### config.mk
export PLATFORM = sky130hd
export DESIGN_NAME = dma_ctrl
export DESIGN_NICKNAME = d
export VERILOG_FILES = /design/src/rtl/dma_ctrl.sv
export SDC_FILE = /design/constraint.sdc
export NUM_CORES = 1
export LEC_CHECK = 0
export ABC_AREA = 1
export BUFFER_PORTS_ARGS = -buffer_cell sky130_fd_sc_hd__buf_2
export CAP_MARGIN = 20
export CORE_ASPECT_RATIO = 0.7
export CORE_MARGIN = 3
export CORE_UTILIZATION = 50
export DETAILED_ROUTE_END_ITERATION = 10
export PLACE_DENSITY = 0.72
export SYNTH_ARGS = -nofsm -noshare
export SYNTH_HDL_FRONTEND = slang
export SYNTH_SLANG_ARGS = --single-unit
### constraint.sdc
create_clock -name I_DCTL_HCLK -period 6.9 [get_ports I_DCTL_HCLK]
set_clock_uncertainty 0.1 [all_clocks]
set_input_delay 0.69 -clock I_DCTL_HCLK [delete_from_list [all_inputs] [get_ports I_DCTL_HCLK]]
set_output_delay 0.69 -clock I_DCTL_HCLK [all_outputs]
set_load 0.03 [all_outputs]
### src/rtl/dma_ctrl.sv
// Job-level DMA sequencer: splits a word-count job into AHB bursts that never
// cross a 1 KB boundary, and steps the input/output buffer address per beat.
module dma_ctrl #(
  parameter int MAX_BURST = 16
) (
  input  logic        I_DCTL_HCLK,
  input  logic        I_DCTL_HRESET_N,
  input  logic        I_DCTL_START,
  input  logic        I_DCTL_WRITE,
  input  logic [31:0] I_DCTL_BASE_ADDR,
  input  logic [15:0] I_DCTL_WORDS,
  input  logic        I_DCTL_ABORT,
  input  logic        I_DCTL_DMA_READY,
  input  logic        I_DCTL_BEAT,
  output logic        O_DCTL_DMA_START,
  output logic [31:0] O_DCTL_DMA_ADDR,
  output logic [4:0]  O_DCTL_DMA_COUNT,
  output logic [2:0]  O_DCTL_DMA_SIZE,
  output logic        O_DCTL_DMA_WRITE,
  output logic        O_DCTL_DMA_STOP,
  output logic        O_DCTL_IMEM_WRITE,
  output logic [7:0]  O_DCTL_BUF_ADDR,
  output logic        O_DCTL_BUSY,
  output logic        O_DCTL_DONE
);

  typedef enum logic [1:0] {S_IDLE, S_REQ, S_XFER, S_DONE} state_e;

  state_e      state_q, state_d;
  logic [31:0] addr_q, addr_d;
  logic [15:0] remain_q, remain_d;
  logic [4:0]  burst_q, burst_d;
  logic        dir_q, dir_d;
  logic        dma_start_q, dma_start_d;
  logic [31:0] dma_addr_q, dma_addr_d;
  logic [4:0]  dma_count_q, dma_count_d;
  logic        dma_write_q, dma_write_d;
  logic        dma_stop_q, dma_stop_d;
  logic [7:0]  buf_addr_q, buf_addr_d;
  logic        busy_q, busy_d;
  logic        done_q, done_d;
  logic [8:0]  room;
  logic [16:0] len;
  logic [4:0]  next_len;

  // Handshake: a burst request (DMA_START with ADDR/COUNT/WRITE) is held
  // stable until DMA_READY is seen high; START drops on the following cycle.
  always_comb begin
    state_d    = state_q;
    addr_d     = addr_q;
    remain_d   = remain_q;
    burst_d    = burst_q;
    dir_d      = dir_q;
    buf_addr_d = buf_addr_q;
    dma_stop_d = 1'b0;
    case (state_q)
      S_IDLE: begin
        if (I_DCTL_START) begin
          if (I_DCTL_WORDS != 16'd0) begin
            addr_d     = {I_DCTL_BASE_ADDR[31:2], 2'b00};
            remain_d   = I_DCTL_WORDS;
            dir_d      = I_DCTL_WRITE;
            buf_addr_d = 8'd0;
            state_d    = S_REQ;
          end else begin
            state_d = S_DONE;
          end
        end
      end
      S_REQ: begin
        if (I_DCTL_ABORT) begin
          dma_stop_d = 1'b1;
          state_d    = S_DONE;
        end else if (I_DCTL_DMA_READY) begin
          burst_d = dma_count_q;
          state_d = S_XFER;
        end
      end
      S_XFER: begin
        // Abort takes priority over a coincident final beat.
        if (I_DCTL_ABORT) begin
          dma_stop_d = 1'b1;
          state_d    = S_DONE;
        end else if (I_DCTL_BEAT) begin
          remain_d   = remain_q - 16'd1;
          burst_d    = burst_q - 5'd1;
          buf_addr_d = buf_addr_q + 8'd1;
          if (burst_q == 5'd1) begin
            addr_d  = addr_q + {25'd0, dma_count_q, 2'b00};
            state_d = (remain_q == 16'd1) ? S_DONE : S_REQ;
          end
        end
      end
      default: state_d = S_IDLE;
    endcase
  end

  // Next burst length from the address/remaining count about to be latched.
  always_comb begin
    room = 9'd256 - {1'b0, addr_d[9:2]};
    len  = {1'b0, remain_d};
    if (len > 17'(MAX_BURST)) len = 17'(MAX_BURST);
    if (len > {8'd0, room})   len = {8'd0, room};
    next_len = len[4:0];
  end

  always_comb begin
    dma_start_d = dma_start_q;
    dma_addr_d  = dma_addr_q;
    dma_count_d = dma_count_q;
    dma_write_d = dma_write_q;
    if (state_d == S_REQ && state_q != S_REQ) begin
      dma_start_d = 1'b1;
      dma_addr_d  = addr_d;
      dma_count_d = next_len;
      dma_write_d = dir_d;
    end else if (state_q == S_REQ && state_d != S_REQ) begin
      dma_start_d = 1'b0;
    end
    busy_d = (state_d != S_IDLE);
    done_d = (state_d == S_DONE);
  end

  always_ff @(posedge I_DCTL_HCLK or negedge I_DCTL_HRESET_N) begin
    if (!I_DCTL_HRESET_N) begin
      state_q     <= S_IDLE;
      addr_q      <= 32'd0;
      remain_q    <= 16'd0;
      burst_q     <= 5'd0;
      dir_q       <= 1'b0;
      dma_start_q <= 1'b0;
      dma_addr_q  <= 32'd0;
      dma_count_q <= 5'd0;
      dma_write_q <= 1'b0;
      dma_stop_q  <= 1'b0;
      buf_addr_q  <= 8'd0;
      busy_q      <= 1'b0;
      done_q      <= 1'b0;
    end else begin
      state_q     <= state_d;
      addr_q      <= addr_d;
      remain_q    <= remain_d;
      burst_q     <= burst_d;
      dir_q       <= dir_d;
      dma_start_q <= dma_start_d;
      dma_addr_q  <= dma_addr_d;
      dma_count_q <= dma_count_d;
      dma_write_q <= dma_write_d;
      dma_stop_q  <= dma_stop_d;
      buf_addr_q  <= buf_addr_d;
      busy_q      <= busy_d;
      done_q      <= done_d;
    end
  end

  assign O_DCTL_DMA_START  = dma_start_q;
  assign O_DCTL_DMA_ADDR   = dma_addr_q;
  assign O_DCTL_DMA_COUNT  = dma_count_q;
  assign O_DCTL_DMA_SIZE   = 3'b010;
  assign O_DCTL_DMA_WRITE  = dma_write_q;
  assign O_DCTL_DMA_STOP   = dma_stop_q;
  assign O_DCTL_IMEM_WRITE = I_DCTL_BEAT & ~dir_q & (state_q == S_XFER);
  assign O_DCTL_BUF_ADDR   = buf_addr_q;
  assign O_DCTL_BUSY       = busy_q;
  assign O_DCTL_DONE       = done_q;

endmodule

==> results.json, run 1 <==
{
  "numCtsBuffers": 9,
  "worstSetupPathType": "reg2reg",
  "drcViolationCount": 0,
  "comb_power_share_pct": 57.9,
  "setup-violations-final": 0,
  "ys_seq_area_share_pct": 38.4,
  "finalInstanceArea_um2": 7820,
  "finalCritPeriodShare_pct": 66.4,
  "htree_levels": 3,
  "switching_share_pct": 52.2,
  "slew_headroom_pct": 36.1,
  "die_area_um2": 15300,
  "maxSlewViolCount": 0,
  "dpl_cell_area_um2": 7530,
  "critPathLaunchType": "flop",
  "pwr-share-clk_pct": 12.9,
  "root_buffer": "clkbuf_16",
  "ys_warn_count": 0,
  "via_count": 6417,
  "wl_per_cell_um": 15.1,
  "synth_edf_count": 0,
  "die_h_um": 104,
  "cts_hold_buf": 0,
  "grt_max_degree": 74,
  "grt_pass1_vias": 5832,
  "finalHoldViolations": 0,
  "synth-main-ff-cell": "dfrtp_1",
  "antenna_cells": 0,
  "switchingPower_mw": 2.04,
  "syn2layout_area_growth_pct": 13.3,
  "arrival_ns": 4.73,
  "rsz0062_at_grt": "no",
  "cpMostUsedCell": "nand2_1",
  "final_layout_size_suffix_gt1_share_pct": 18.0,
  "core.rowCount": 35,
  "num_io_pins": 109,
  "synth_cells": 929,
  "cp.required_ns": 7.04,
  "internal_power_mw": 1.87,
  "drt_iter0_markers": 531,
  "ys_seq_elements": 106,
  "worst_pin_slew_ns": 0.958,
  "power_frac_seq_pct": 29.2,
  "fin_crit_ns": 4.58,
  "clock_latency_ns": 0.35,
  "ctsResizeCount": 0,
  "numPortBuffers": 103,
  "hold_path_class": "in2async",
  "vias_per_cell": 5.29,
  "grt-ovfl-total": 0,
  "postSynth.asyncResetShare_pct": 100,
  "die_w_um": 146,
  "crit_buf_inv": 7,
  "ir_drop_mv": 0.260,
  "status": "complete, no violations",
  "cp_max_fo": 42,
  "cp-end-kind": "flop",
  "grt_antenna_before_repair": 0,
  "hpwl_um": 13700,
  "fmax_mhz": 218,
  "p_leak_nw": 4.03,
  "cts_tree": "yes",
  "syn_avg_cell_area_um2": 7.43,
  "cts_buffer_depth": 2,
  "ys_types": 53,
  "cts_num_sinks": 106,
  "fill_cells": 1318,
  "grt_pass1_wl_um": 30200,
  "core_um2": 13300,
  "cts_setup_buffers": 0,
  "crit_family": "simple AND/OR/NAND/NOR gates",
  "powerDensity_nw_per_um2": 500,
  "path_clk_slew_ns": 0.08,
  "num-nets-final": 1105,
  "globalplace.congestion": 0.930,
  "tns_ns": 0,
  "cp_slowest_cell": "buf_4",
  "syn_area_um2": 6900,
  "firstDrtPassIters": 5,
  "grt_use_total_pct": 24.3,
  "cap_viol_max_count": 0,
  "critPathMaxStageDelay_ns": 0.44,
  "postRouteAntennaNets": 0,
  "wl_um": 18300,
  "initial_core_util_pct": 51.8
}
## stage by stage
| stage | cells | total power, mW | setup WS (ns) | hold WS (ns) | util [%] |
|---|---|---|---|---|---|
| floorplan | 934 | 2.83 | 3.25 | 0.294 | - |
| global placement | 1198 | 3.35 | 2.32 | 0.344 | 56.6 |
| detailed placement | 1198 | 3.39 | 2.24 | 0.348 | 56.6 |
| CTS | 1214 | 3.91 | 2.33 | 0.184 | 58.7 |
| global route | 1214 | 4.28 | 1.86 | 0.199 | 58.7 |
| finish | 1214 | 3.91 | 2.32 | 0.172 | 58.7 |
## metal layers
metal  GRT usage (%)  vias up  share of wire [%]
met4            4.50        0                1.0
met1            39.8     2972                 52
met2            33.0      221                 40
met3            4.49       19                6.9
met5               0        -                  0
li1                -     3205                  -
## power groups by stage
stage	Clock [mW]	Sequential, mW	Combinational [mW]
after floorplan	0	1.31	1.52
after global placement	0	1.14	2.21
after detailed placement	0	1.14	2.25
final	0.506	1.14	2.27
after global routing	0.539	1.18	2.56
after CTS	0.516	1.13	2.26
## synthesized netlist by cell type, types with 6 or more instances
library cell	number	area share, %
xor2_1	9	1.1
nand2_2	7	0.63
nand3_1	53	3.8
nor3_1	14	1.0
a31oi_1	19	1.7
nand4_1	19	1.7
nor2_1	89	4.8
nor2_4	10	1.6
o211ai_1	6	0.65
nor2_2	12	1.1
nand3_2	7	1.0
inv_1	109	5.9
clkbuf_1	12	0.65
dfrtp_1	106	38
o21ai_0	41	3.0
xnor2_1	7	0.89
a21oi_1	37	2.7
nand2_4	6	0.98
a22oi_1	20	2.2
nand2_1	259	14
ha_1	25	4.5
## sequential cells by signal, indices dropped and copies added, names as in the netlist
name / cells
O_DCTL_BUF_ADDR: 8
O_DCTL_DMA_ADDR: 32
addr_q: 32
state_q: 2
burst_q: 5
O_DCTL_DONE: 1
O_DCTL_DMA_COUNT: 5
O_DCTL_DMA_WRITE: 1
O_DCTL_BUSY: 1
dir_q: 1
remain_q: 16
O_DCTL_DMA_START: 1
O_DCTL_DMA_STOP: 1
## kinds of logic after synthesis
kind of cell             count (synthesis)  synth area share, %
other                                    2                0.109
adder cells (fa/ha/maj)                 26                 4.82
buffers and inverters                  143                 8.74
flip-flops                             106                 38.4
XOR/XNOR                                16                 2.03
AND/OR/NAND/NOR                        492                 33.1
AO/OA/AOI/OAI                          144                 12.7
## worst paths after layout
check / to / depth (start not counted) / start / slack (ns)
setup / recovery: O_DCTL_DMA_COUNT[1] / 27 / state_q[0] / 2.32
hold / removal: O_DCTL_BUSY / 1 / I_DCTL_HRESET_N / 0.17
setup reg to reg: O_DCTL_DMA_COUNT[1] / 27 / state_q[0] / 2.32
hold reg to reg: addr_q[1] / 2 / addr_q[1] / 0.36
max in group asynchronous: addr_q[9] / 2 / I_DCTL_HRESET_N / 5.21
min in group I_DCTL_HCLK: addr_q[1] / 2 / addr_q[1] / 0.36
## final cells by class
class / instances / area, um2 / area share (%)
Multi-Input combinational cell: 685 / 3670 / 46.9
Sequential cell: 106 / 2650 / 33.9
Timing Repair Buffer: 106 / 541 / 6.91
Inverter: 116 / 443 / 5.66
Clock buffer: 10 / 239 / 3.06
Tap cell: 185 / 231 / 2.96
Clock inverter: 6 / 47.5 / 0.608
## cells in the final DEF, fill, tap and decap left out, drive strengths merged
cell type,n
a21o,2
a21oi,41
a221oi,2
a22oi,20
a31oi,19
a32o,1
and2,3
and3,1
buf,106
clkbuf,10
clkinv,2
clkinvlp,1
conb,7
dfrtp,106
fa,1
ha,25
inv,119
nand2,272
nand3,60
nand3b,3
nand4,21
nor2,112
nor3,14
nor3b,1
nor4,2
o211ai,7
o21a,1
o21ai,46
o21bai,1
o221ai,1
o22ai,1
o31ai,2
or2,3
xnor2,7
xor2,9
No activity file was read; power rests on OpenSTA's default activity.
==> run 2, diff against run 1 <==
--- a/config.mk
+++ b/config.mk
@@ -5,14 +5,14 @@
 export SDC_FILE = /design/constraint.sdc
 export NUM_CORES = 1
 export LEC_CHECK = 0
-export ABC_AREA = 1
+export ABC_AREA = 0
 export BUFFER_PORTS_ARGS = -buffer_cell sky130_fd_sc_hd__buf_2
 export CAP_MARGIN = 20
 export CORE_ASPECT_RATIO = 0.7
 export CORE_MARGIN = 3
 export CORE_UTILIZATION = 50
 export DETAILED_ROUTE_END_ITERATION = 10
-export PLACE_DENSITY = 0.72
+export PLACE_DENSITY = 0.75
 export SYNTH_ARGS = -nofsm -noshare
 export SYNTH_HDL_FRONTEND = slang
 export SYNTH_SLANG_ARGS = --single-unit
==> constraint.sdc (replaced) <==
create_clock -name I_DCTL_HCLK -period 3.9 [get_ports I_DCTL_HCLK]
set_clock_uncertainty 0.1 [all_clocks]
set_input_delay 0.39 -clock I_DCTL_HCLK [delete_from_list [all_inputs] [get_ports I_DCTL_HCLK]]
set_output_delay 0.39 -clock I_DCTL_HCLK [all_outputs]
set_load 0.03 [all_outputs]
==> run 2 against run 1 <==
Compared with the run above: the flow now finishes with violations (setup timing); area after synthesis down 7.3%; final cell count down 10%; design area up 12%; via count up 1.1%; sequential power up 83%; die area down 7.0%; critical path depth down 9; combinational power up 150%; non-clock buffer count up 159; critical endpoint is now O_DCTL_DMA_COUNT[4].
==> results.json, run 2 <==
{
  "finalHoldViolations": 0,
  "dp_worst_setup_slack_ns": -0.852,
  "firstDrtPassIters": 8,
  "cap_viol_max_count": 0,
  "cp-end-kind": "flop",
  "clock_latency_ns": 0.34,
  "cts_num_sinks": 106,
  "synth_cells": 687,
  "ys_seq_area_share_pct": 41.5,
  "cts_hold_buf": 0,
  "rsz0062_at_grt": "yes",
  "slew_headroom_pct": 36.0,
  "crit_chain": "buf_2 > or4_4 > buf_6 > o41ai_4 > mux2_4 > a221oi_4 > nand4b_1 > nor4_4 > and2_4 > ha_4 > nor2b_4 > o21a_1 > o21ai_2 > a211oi_2 > a211oi_2 > or2_4 > mux2i_1 > mux2_4",
  "final_cell_mix": "buf_4 (159), dfrtp_1 (106), buf_2 (101)",
  "drt-met1-wl_um": 9880,
  "finalInstanceArea_um2": 8740,
  "grt_pass1_wl_um": 34200,
  "rrSetupSlack_ns": -0.42,
  "final_layout_size_suffix_gt1_share_pct": 37.7,
  "layout_commonest_cell": "buf_4",
  "setup-violations-final": 5,
  "root_buffer": "clkbuf_16",
  "r2r-end": "O_DCTL_DMA_COUNT[4]",
  "worstSetupPathType": "in2reg",
  "postSynth.asyncResetShare_pct": 100,
  "critPathLaunchType": "primary input",
  "vias_per_cell": 5.94,
  "drt_iter0_markers": 802,
  "dr_wl_met3_um": 2380,
  "path_clk_slew_ns": 0.08,
  "die_area_um2": 14200,
  "cp_max_fo": 8,
  "powerDensity_nw_per_um2": 987,
  "yosysMostFrequentCell": "dfrtp_1",
  "grt_use_total_pct": 30.6,
  "hold_path_class": "in2async",
  "ys_seq_elements": 106,
  "core_um2": 12100,
  "netlist_top_cells_count": "dfrtp_1 (106), nand2_1 (70), nor2_1 (46)",
  "finalCritPeriodShare_pct": 112,
  "arrival_ns": 4.49,
  "num_io_pins": 109,
  "r2r_cells": 18,
  "status": "complete, but fails checks",
  "fin_crit_ns": 4.35,
  "yosys-top-cells-area": "dfrtp_1 (41%), ha_1 (4.9%), mux2_2 (4.6%)",
  "die_w_um": 141,
  "postRouteAntennaNets": 0,
  "ys_warn_count": 0,
  "syn_area_um2": 6390,
  "cp_slowest_cell": "or4_4",
  "via_count": 6489,
  "highest_layer": "met4",
  "initial_core_util_pct": 52.9,
  "ys_types": 70,
  "yosys.area.top_type": "dfrtp_1",
  "grt-ovfl-total": 0,
  "dpl_cell_area_um2": 8160,
  "critPathMaxStageDelay_ns": 0.54,
  "synth_edf_count": 0,
  "wl_um": 21500,
  "fin_ws_ns": -0.450,
  "hpwl_um": 16000,
  "numPortBuffers": 103,
  "grt_antenna_before_repair": 0,
  "p_leak_nw": 4.26,
  "cts_buffer_depth": 2,
  "grt_pass1_vias": 6386,
  "syn_avg_cell_area_um2": 9.31,
  "yosys.area.top_type_share_pct": 41.5,
  "syn2layout_area_growth_pct": 36.7,
  "antenna_cells": 0,
  "numCtsBuffers": 9,
  "maxSlewViolCount": 0,
  "wl_per_cell_um": 19.7,
  "htree_levels": 3,
  "globalplace.congestion": 1.03,
  "ir_drop_mv": 0.606,
  "cp.required_ns": 4.04,
  "whs_ns": 0.0693,
  "die_h_um": 101,
  "drcViolationCount": 0,
  "worst_pin_slew_ns": 0.960,
  "grt_max_degree": 71,
  "cts_tree": "yes",
  "violations": "setup timing",
  "fmax_mhz": 230,
  "wl_met2_um": 8950,
  "rr_startpoint": "remain_q[5]",
  "synth-main-ff-cell": "dfrtp_1",
  "core.rowCount": 33,
  "num-nets-final": 1012
}
==> run 2: cell count changes after synthesis, sizes merged, moves of 26 or more <==
cell	delta
nand2	-202
inv	-76
nor2	-66
nand3	-38
mux2	+26
==> run 2: cell families (layout without fill, tap and decap cells) <==
| kind of cell | count (synthesis) | after routing | synth area share (%) |
|---|---|---|---|
| simple gates | 249 | 249 | 20.6 |
| compound gates | 152 | 152 | 16.3 |
| flops | 106 | 106 | 41.5 |
| buf+inv | 77 | 321 | 4.85 |
| xor+xnor | 38 | 38 | 5.20 |
| mux | 37 | 37 | 6.30 |
| fa+ha+maj | 26 | 26 | 5.20 |
| other cells | 2 | 7 | 0.117 |
==> run 2: power breakdown <==
group	switching (mW)	internal, mW	leakage (nW)	total (mW)
clock network	0.450	0.467	0.147	0.916
logic	3.10	2.52	2.81	5.62
registers	0.475	1.62	1.30	2.09
total	4.03	4.60	4.26	8.63
==> run 2: worst max-delay path by stage <==
stage,from,end,slack (ns),cells after the start
2_1_floorplan,I_DCTL_WORDS[0],O_DCTL_DMA_COUNT[4],-0.62,17
5_1_grt,I_DCTL_WORDS[8],O_DCTL_DMA_COUNT[4],-0.60,18
3_3_place_gp,I_DCTL_WORDS[0],O_DCTL_DMA_COUNT[4],-0.72,17
6_report,I_DCTL_WORDS[8],O_DCTL_DMA_COUNT[4],-0.45,18
4_1_cts,I_DCTL_WORDS[15],O_DCTL_DMA_COUNT[4],-0.38,17
3_5_place_dp,I_DCTL_WORDS[0],O_DCTL_DMA_COUNT[4],-0.85,17
==> run 2: layout make-up <==
class / count / area [um2]
Timing Repair Buffer: 265 / 1760
Clock buffer: 10 / 239
Clock inverter: 6 / 57.6
Inverter: 40 / 150
Fill cell: 908 / 3350
Multi-Input combinational cell: 509 / 3680
Sequential cell: 106 / 2650
Tap cell: 157 / 196
==> run 2: critical path: cells and delay by family <==
family / cells / cell delay [ns]
AO/OA/AOI/OAI: 6 / 1.29
adder cells (fa/ha/maj): 1 / 0.19
buffers and inverters: 2 / 0.25
multiplexers: 3 / 0.70
AND/OR/NAND/NOR: 6 / 1.67
==> run 2: what timing repair did <==
item,in CTS,in global routing
buffers inserted,7,3
pin swaps,14,19
gates resized for setup,21,25
setup endpoints to repair,5,5
==> run 2: layer usage <==
| layer | vias to the layer above | global-route usage, % |
|---|---|---|
| met5 | - | 0 |
| met4 | 0 | 5.66 |
| met3 | 35 | 9.06 |
| met2 | 347 | 43.5 |
| met1 | 3115 | 46.5 |
| li1 | 2992 | - |
==> run 2: through the flow <==
| stage | std cells | utilization, % | power (mW) | TNS, ns |
|---|---|---|---|---|
| after floorplan | 692 | - | 4.98 | -2.61 |
| after global placement | 1067 | 67.5 | 7.07 | -3.18 |
| after detailed placement | 1067 | 67.5 | 7.22 | -3.90 |
| after CTS | 1090 | 71.2 | 8.34 | -1.62 |
| after global routing | 1093 | 72.3 | 9.20 | -2.72 |
| final | 1093 | 72.3 | 8.63 | -1.97 |
==> run 3, diff against run 2 <==
--- a/config.mk
+++ b/config.mk
@@ -5,12 +5,13 @@
 export SDC_FILE = /design/constraint.sdc
 export NUM_CORES = 1
 export LEC_CHECK = 0
-export ABC_AREA = 0
+export ABC_AREA = 1
 export BUFFER_PORTS_ARGS = -buffer_cell sky130_fd_sc_hd__buf_2
 export CAP_MARGIN = 20
 export CORE_ASPECT_RATIO = 0.7
 export CORE_MARGIN = 3
 export CORE_UTILIZATION = 50
+export CTS_CLUSTER_DIAMETER = 30
 export DETAILED_ROUTE_END_ITERATION = 10
 export PLACE_DENSITY = 0.75
 export SYNTH_ARGS = -nofsm -noshare
==> run 3 against run 2 <==
Compared with the run above: critical endpoint is now O_DCTL_DMA_COUNT[2]; die area up 7.5%; clock power is 3.9% higher; global-route usage is 6.0 points lower; sequential cell count did not move; register-to-register slack improved by 0.71 ns; clock-buffer cell count decreased by 1; highest routed layer unchanged; hold slack worse by 0.042 ns; critical path depth is 10 higher; fmax grew 21%; the run now ends clean.
==> results.json, run 3 (synthesis gave the netlist of run 1 again) <==
{
  "status": "complete, no violations",
  "initial_core_util_pct": 51.8,
  "wl_um": 18700,
  "r2r_cells": 28,
  "rr_startpoint": "state_q[0]",
  "worst_pin_slew_ns": 0.812,
  "cts_num_sinks": 106,
  "root_buffer": "clkbuf_16",
  "stdcell_count": 1239,
  "arrival_ns": 3.75,
  "crit_family": "simple AND/OR/NAND/NOR gates",
  "switchingPower_mw": 3.75,
  "slew_headroom_pct": 45.9,
  "critPathMaxStageDelay_ns": 0.43,
  "die_h_um": 104,
  "multi_input_area_um2": 3750,
  "core_um2": 13300,
  "finalInstanceArea_um2": 8140,
  "num-nets-final": 1130,
  "maxSlewViolCount": 0,
  "firstDrtPassIters": 7,
  "p_leak_nw": 4.16,
  "drt_iter0_markers": 605,
  "critPathLaunchType": "flop",
  "cp-end-kind": "flop",
  "cp.required_ns": 4.04,
  "pwr-share-clk_pct": 13.0,
  "crit_buf_inv": 7,
  "grt-ovfl-total": 0,
  "seq_area_um2": 2660,
  "drcViolationCount": 0,
  "clock_latency_ns": 0.35,
  "num_io_pins": 109,
  "rrSetupSlack_ns": 0.29,
  "grt_pass1_wl_um": 30400,
  "fill_cells": 1285,
  "place_inst": 1217,
  "powerDensity_nw_per_um2": 901,
  "comb_power_share_pct": 59.4,
  "hpwl_um": 14200,
  "worstSetupPathType": "reg2reg",
  "syn2layout_area_growth_pct": 17.9,
  "critical_path_depth": 28,
  "postRouteAntennaNets": 0,
  "grt_max_degree": 63,
  "cts_buffer_depth": 2,
  "wl_per_cell_um": 15.1,
  "grt_pass1_vias": 5935,
  "cap_viol_max_count": 0,
  "finalCritPeriodShare_pct": 92.5,
  "vias_per_cell": 5.34,
  "dp_worst_setup_slack_ns": 0.172,
  "cpMostUsedCell": "nand2_1",
  "utilization_pct": 61.1,
  "via_count": 6615,
  "setup-violations-final": 0,
  "final_cell_mix": "nand2_1 (257), inv_1 (105), dfrtp_1 (103)",
  "grt_use_total_pct": 24.5,
  "numCtsBuffers": 9,
  "r2r-end": "O_DCTL_DMA_COUNT[2]",
  "core.rowCount": 35,
  "switching_share_pct": 51.1,
  "numPortBuffers": 103,
  "crit_path_end": "O_DCTL_DMA_COUNT[2]",
  "die_w_um": 146,
  "path_clk_slew_ns": 0.07,
  "globalplace.congestion": 0.889,
  "power.total_mw": 7.33,
  "htree_levels": 3,
  "hold_path_class": "in2async",
  "fin_ws_ns": 0.294,
  "dpl_cell_area_um2": 7680,
  "cp_slowest_cell": "dfrtp_1",
  "final_layout_size_suffix_gt1_share_pct": 21.6,
  "grt_antenna_before_repair": 0,
  "cp_max_fo": 5,
  "fin_crit_ns": 3.61,
  "cts_tree": "yes",
  "layout_commonest_cell": "nand2_1",
  "antenna_cells": 0,
  "fmax_mhz": 277,
  "die_area_um2": 15300,
  "power_frac_seq_pct": 27.6,
  "critical_path.startpoint": "state_q[0]",
  "finalHoldViolations": 0,
  "internal_power_mw": 3.58,
  "ir_drop_mv": 0.563
}
-- run 3: layer usage --
layer	share of wire [%]	track usage, %	wire length [um]
met3	8.2	4.83	1530
met5	0	0	0
met1	51	39.6	9520
met2	40	34.0	7530
met4	0.85	4.50	159
-- run 3: timing repair --
action	4_1_cts	5_1_grt
setup buffers	0	6
hold buffers	0	0
setup endpoints to repair	0	5
gates resized for setup	0	27
-- run 3: power by group through the flow --
| stage | combinational, mW | sequential [mW] | clock (mW) |
|---|---|---|---|
| 3_5_place_dp | 4.14 | 2.01 | 0 |
| 5_1_grt | 4.88 | 2.09 | 1.01 |
| 2_1_floorplan | 2.69 | 2.31 | 0 |
| 4_1_cts | 4.17 | 2.00 | 0.968 |
| 3_3_place_gp | 4.06 | 2.00 | 0 |
| 6_report | 4.35 | 2.02 | 0.952 |
-- run 3: worst min path at each step --
| stage | start | endpoint | slack (ns) | cells past startpoint |
|---|---|---|---|---|
| 3_5_place_dp | addr_q[1] | addr_q[1] | 0.36 | 2 |
| 4_1_cts | I_DCTL_HRESET_N | O_DCTL_DMA_ADDR[18] | 0.06 | 1 |
| 2_1_floorplan | I_DCTL_HRESET_N | O_DCTL_BUF_ADDR[0] | -0.006 | 0 |
| 5_1_grt | I_DCTL_HRESET_N | O_DCTL_DMA_ADDR[18] | 0.09 | 1 |
| 3_3_place_gp | addr_q[0] | addr_q[0] | 0.34 | 2 |
| 6_report | I_DCTL_HRESET_N | O_DCTL_DMA_ADDR[18] | 0.03 | 1 |
-- run 3: per-stage QoR --
stage	hold WS, ns	setup TNS [ns]
6_report	0.0274	0
5_1_grt	0.0927	-0.129
4_1_cts	0.0568	0
3_5_place_dp	0.359	0
3_3_place_gp	0.345	0
2_1_floorplan	-0.00559	0
-- run 3: layout make-up --
| type | count | share of cell area, % |
|---|---|---|
| Inverter | 116 | 5.47 |
| Clock buffer | 9 | 2.77 |
| Sequential cell | 106 | 32.6 |
| Clock inverter | 7 | 1.06 |
| Tap cell | 185 | 2.84 |
| Multi-Input combinational cell | 685 | 46.1 |
| Timing Repair Buffer | 131 | 9.10 |
